==> config.mk <==
export PLATFORM = sky130hd
export DESIGN_NAME = delay_credit_buf
export DESIGN_NICKNAME = d
export VERILOG_FILES = /design/src/rtl/delay_pkg.sv /design/src/rtl/delay_fifo_sync.sv /design/src/rtl/delay_credit_buf.sv
export SDC_FILE = /design/constraint.sdc
export NUM_CORES = 1
export LEC_CHECK = 0
export ABC_AREA = 1
export BUFFER_PORTS_ARGS = -buffer_cell sky130_fd_sc_hd__clkbuf_2
export CORE_MARGIN = 2
export CORE_UTILIZATION = 30
export DETAILED_ROUTE_END_ITERATION = 8
export SLEW_MARGIN = 20
export SYNTH_ARGS = -nofsm -noshare
export SYNTH_HDL_FRONTEND = slang
export SYNTH_SLANG_ARGS = --single-unit
==> constraint.sdc <==
create_clock -name Ck -period 2.5 [get_ports Ck]
set_input_delay 0.5 -clock Ck [delete_from_list [all_inputs] [get_ports Ck]]
set_output_delay 0.5 -clock Ck [all_outputs]
set_load 0.05 [all_outputs]
==> src/rtl/delay_pkg.sv <==
// Shared types and helpers for the credit-wrapped delay line.
package delay_pkg;

  typedef enum logic {
    FLUSH = 1'b0,
    RUN   = 1'b1
  } dcb_state_t;

  function automatic int cnt_w(input int n);
    return $clog2(n + 1);
  endfunction

endpackage

==> src/rtl/delay_fifo_sync.sv <==
// Synchronous output FIFO: registered array, head read combinationally, no bypass.
// Simultaneous push and pop are allowed at any occupancy.
module delay_fifo_sync
  import delay_pkg::*;
#(
  parameter int SW    = 8,
  parameter int DEPTH = 8
) (
  input  logic                      Ck,
  input  logic                      Rst_n,
  input  logic                      push,
  input  logic                      pop,
  input  logic [SW-1:0]             din,
  output logic [SW-1:0]             dout,
  output logic [cnt_w(DEPTH)-1:0]   count,
  output logic                      empty,
  output logic                      full
);

  localparam int CW = cnt_w(DEPTH);
  localparam int PW = (DEPTH > 1) ? $clog2(DEPTH) : 1;

  logic [SW-1:0] mem [DEPTH];
  logic [PW-1:0] wr_ptr;
  logic [PW-1:0] rd_ptr;
  logic          do_push;
  logic          do_pop;

  assign empty   = (count == '0);
  assign full    = (count == CW'(DEPTH));
  assign do_pop  = pop & ~empty;
  // A full FIFO still takes a write when the head leaves in the same cycle.
  assign do_push = push & (~full | do_pop);
  assign dout    = mem[rd_ptr];

  always_ff @(posedge Ck or negedge Rst_n) begin
    if (!Rst_n) begin
      for (int i = 0; i < DEPTH; i++) mem[i] <= '0;
      wr_ptr <= '0;
      rd_ptr <= '0;
      count  <= '0;
    end else begin
      if (do_push) begin
        mem[wr_ptr] <= din;
        wr_ptr      <= (wr_ptr == PW'(DEPTH - 1)) ? '0 : wr_ptr + 1'b1;
      end
      if (do_pop) rd_ptr <= (rd_ptr == PW'(DEPTH - 1)) ? '0 : rd_ptr + 1'b1;
      count <= count + CW'(do_push) - CW'(do_pop);
    end
  end

endmodule

==> src/rtl/delay_credit_buf.sv <==
// Credit-based ready/valid wrapper around a free-running fixed-latency Delay line.
// Optional sticky DN-mismatch checker on Err is enabled by DELAY_CREDIT_ERR_CHK_EN.
module delay_credit_buf
  import delay_pkg::*;
#(
  parameter int SW    = 8,
  parameter int DN    = 6,
  parameter int DEPTH = 8
) (
  input  logic          Ck,
  input  logic          Rst_n,
  input  logic          s_valid,
  output logic          s_ready,
  input  logic [SW-1:0] s_data,
  output logic [SW:0]   dly_di,
  input  logic [SW:0]   dly_do,
  output logic          m_valid,
  input  logic          m_ready,
  output logic [SW-1:0] m_data,
  output logic          Err
);

  localparam int CW = cnt_w(DEPTH);
  localparam int FW = cnt_w(DN);

  dcb_state_t    state, state_nxt;
  logic [FW-1:0] flush_cnt, flush_nxt;
  logic [CW-1:0] cred;
  logic [CW-1:0] fifo_count;
  logic          fifo_empty;
  logic          fifo_full;
  logic          acc;
  logic          pop;
  logic          push;

  assign s_ready = (state == RUN) & (cred != '0);
  assign acc     = s_valid & s_ready;
  assign pop     = m_valid & m_ready;
  assign dly_di  = {acc, s_data};
  // The delay line has no reset: tags seen while flushing are stale.
  assign push    = (state == RUN) & dly_do[SW];
  assign m_valid = (fifo_count != '0);

  always_ff @(posedge Ck or negedge Rst_n) begin
    if (!Rst_n) begin
      state     <= FLUSH;
      flush_cnt <= FW'(DN);
    end else begin
      state     <= state_nxt;
      flush_cnt <= flush_nxt;
    end
  end

  always_comb begin
    state_nxt = state;
    flush_nxt = flush_cnt;
    case (state)
      FLUSH: begin
        flush_nxt = flush_cnt - 1'b1;
        if (flush_cnt == FW'(1)) state_nxt = RUN;
      end
      RUN:     state_nxt = RUN;
      default: state_nxt = FLUSH;
    endcase
  end

  always_ff @(posedge Ck or negedge Rst_n) begin
    if (!Rst_n) begin
      cred <= CW'(DEPTH);
    end else if (acc & ~pop) begin
      cred <= cred - 1'b1;
    end else if (pop & ~acc) begin
      cred <= cred + 1'b1;
    end
  end

  delay_fifo_sync #(
    .SW    (SW),
    .DEPTH (DEPTH)
  ) u_fifo (
    .Ck    (Ck),
    .Rst_n (Rst_n),
    .push  (push),
    .pop   (pop),
    .din   (dly_do[SW-1:0]),
    .dout  (m_data),
    .count (fifo_count),
    .empty (fifo_empty),
    .full  (fifo_full)
  );

  logic flags_unused;

`ifdef DELAY_CREDIT_ERR_CHK_EN
  logic err_q;

  assign flags_unused = fifo_empty;

  // Overflow or a tag with no outstanding credit both mean DN is wrong.
  always_ff @(posedge Ck or negedge Rst_n) begin
    if (!Rst_n) begin
      err_q <= 1'b0;
    end else if ((push & fifo_full & ~pop) | (push & (cred == CW'(DEPTH)))) begin
      err_q <= 1'b1;
    end
  end

  assign Err = err_q;
`else
  assign flags_unused = fifo_empty | fifo_full;
  assign Err          = 1'b0;
`endif

endmodule

==> impl_metrics.json <==
{
  "via_per_inst": 5.11,
  "cts_sinks": 82,
  "mostFrequentLayoutCells": "nand2_1, dfrtp_1, nand4_1, nor2_1",
  "via_count": 3834,
  "area_delta_synth_final_pct": 11.4,
  "fillerInstances": 1570,
  "rrSetupSlack_ps": 330,
  "synth_seq_area_share": 0.449,
  "syn-num-nets": 595,
  "ir_worst_vdd_v": 0.00114,
  "p_leak_nw": 2.52,
  "synthCells": 557,
  "cts_buffers": 9,
  "worstPathArrival_ps": 1870,
  "cts_tree": "built",
  "drive_above_1_share": 0.144,
  "wl_um": 11300,
  "rows": 45,
  "synth_edf_count": 0,
  "htree_num_levels": 3,
  "die_h_um": 128,
  "setup_viol": 0,
  "synth_ff_type": "dfrtp_1",
  "netlist_area_mm2": 0.00458,
  "drtPass1Iterations": 5,
  "cts_root_buf": "clkbuf_16",
  "setup_tns_ps": 0,
  "syn_avg_cell_area_um2": 8.23,
  "ys_types": 33,
  "crit-reg2reg-launch": "cred[3]",
  "hp-class": "input pin to asynchronous set/reset pin",
  "numPortBuffers": 23,
  "gr-usage-all-layers": 0.145,
  "num_io_pins": 41,
  "worstMarginPinSlew_ps": 554,
  "overflow": 0,
  "drtIter0Drc": 297,
  "reg2reg_depth": 11,
  "final_antenna_net_count": 0,
  "ys_ff_latch": 82,
  "p_per_area_mw_per_mm2": 1410,
  "clock_latency_ps": 340,
  "grt_pass1_wl_um": 18900,
  "place.gp.congestion": 0.781,
  "grt_pass1_vias": 3647,
  "drc_errors": 0,
  "clkTransAtPathRegs_ps": 60,
  "diodes": 0,
  "grt_start_max_net_pins": 73,
  "r2r-end": "cred[3]",
  "yosysWarnings": 0,
  "slew_viol_final": 0,
  "skew_ps": 6.14,
  "status": "finished, final reports clean",
  "finalCritPeriodShare": 0.948,
  "hpwlAfterDp_um": 7570,
  "hold_viol": 0,
  "fin_ws_ps": 131,
  "worstSetupPathType": "register to output port",
  "async_reset_ff_frac": 1.00,
  "dp_slack_ps": 349,
  "required_ps": 2000,
  "wl_per_cell_um": 15.0,
  "cts_buffer_depth": 2,
  "max_freq_mhz": 422,
  "final_nets": 596,
  "initial_core_util": 0.304,
  "core-area_mm2": 0.0151,
  "drv_cap": 0,
  "rsz0062_at_grt": "no",
  "die_w_um": 128,
  "antenna_found_initial": 0,
  "end_kind": "output port",
  "worstPathMaxFanout": 22,
  "min_period_ps": 2370,
  "final_common_cell": "nand2_1",
  "startpoint_type": "register",
  "dieArea_mm2": 0.0163,
  "max-slew-margin-rel": 0.631
}
-- area by class of cell --
| type | count | area [µm²] | share of cell area |
|---|---|---|---|
| flip-flops and latches | 82 | 2060 | 0.403 |
| repair buffers | 36 | 253 | 0.0495 |
| well taps | 188 | 235 | 0.0461 |
| clock buffers | 9 | 225 | 0.0441 |
| inverters | 26 | 111 | 0.0218 |
| clock inverters | 7 | 100 | 0.0196 |
| multi-input cells | 403 | 2120 | 0.416 |
-- worst max-delay path, stage by stage (launching register included) --
cell      delay [ps]
dfrtp_1          400
buf_4            290
nor2_1            80
nor2_1           130
o21ai_1           90
o21ai_1           80
nand2_1           80
nand2_1           80
clkbuf_2         280
-- cell usage after synthesis (3+ instances only) --
master | n | area, µm²
nor3_4 | 8 | 130
xnor2_1 | 5 | 43.8
buf_6 | 10 | 113
inv_2 | 3 | 11.3
nand3_1 | 4 | 20.0
nand2_1 | 179 | 672
inv_1 | 19 | 71.3
nand3_2 | 6 | 60.1
nor2_1 | 51 | 191
dfstp_2 | 3 | 78.8
o21ai_0 | 28 | 140
xor2_1 | 3 | 26.3
ha_1 | 15 | 188
o21ai_1 | 28 | 140
nand4_1 | 64 | 400
dfrtp_1 | 79 | 1980
buf_2 | 7 | 35.0
clkbuf_1 | 16 | 60.1
buf_4 | 11 | 82.6
-- worst max path at each step --
stage,start,end,slack [ps],cells past startpoint
2_1_floorplan,cred[3],cred[3],50,11
3_3_place_gp,u_fifo.count[2],u_fifo.count[1],420,11
3_5_place_dp,u_fifo.count[2],u_fifo.count[2],350,11
4_1_cts,u_fifo.rd_ptr[0],m_data[5],80,6
5_1_grt,u_fifo.rd_ptr[0],m_data[5],30,8
6_report,u_fifo.rd_ptr[0],m_data[1],130,8
-- repair_timing --
item,in CTS,in global routing
gates resized for setup,0,2
hold buffers,0,0
setup endpoints to repair,0,5
buffers inserted,0,0
-- metal layers --
metal,wire length [µm],vias to the layer above,global-route usage,share of wire
met5,0,-,0,0
met4,155,0,0.0433,0.014
met3,602,18,0.0243,0.053
met2,5550,123,0.241,0.49
met1,4980,1846,0.196,0.44
li1,-,1847,-,-
-- registers in the layout, summed over array words and instances, names as in the netlist --
register and count:
cred 4, flush_cnt 3, state 1, u_fifo.count 4, u_fifo.mem 64, u_fifo.rd_ptr 3, u_fifo.wr_ptr 3
-- cell families after synthesis --
kind of cell	Yosys count	synth area share
and+or+nand+nor	319	0.333
DFF	82	0.449
buffers and inverters	72	0.0890
AOI/OAI and AO/OA	58	0.0633
adders and majority gates	17	0.0497
xor gates and xnor gates	8	0.0153
other	1	0.000818
-- metrics by stage --
stage / hold slack (ps) / area (µm²) / total power [mW] / cells / utilization
after detailed placement: 453 / 4780 / 5.78 / 735 / 0.317
after global routing: 116 / 5100 / 7.76 / 751 / 0.338
final: 93.2 / 5100 / 7.19 / 751 / 0.338
after global placement: 448 / 4780 / 5.68 / 735 / 0.317
after floorplan: 204 / 4590 / 4.96 / 557 / -
after CTS: 102 / 5100 / 7.24 / 751 / 0.338
-- power breakdown --
part           leakage [nW]  switching [mW]  total (mW)  internal [mW]
Sequential             1.02           0.456        2.38           1.93
Clock                 0.149           0.552        1.43          0.881
Combinational          1.35            2.29        3.38           1.08
Total                  2.52            3.30        7.19           3.89
No activity file was read; power rests on OpenSTA's default activity.
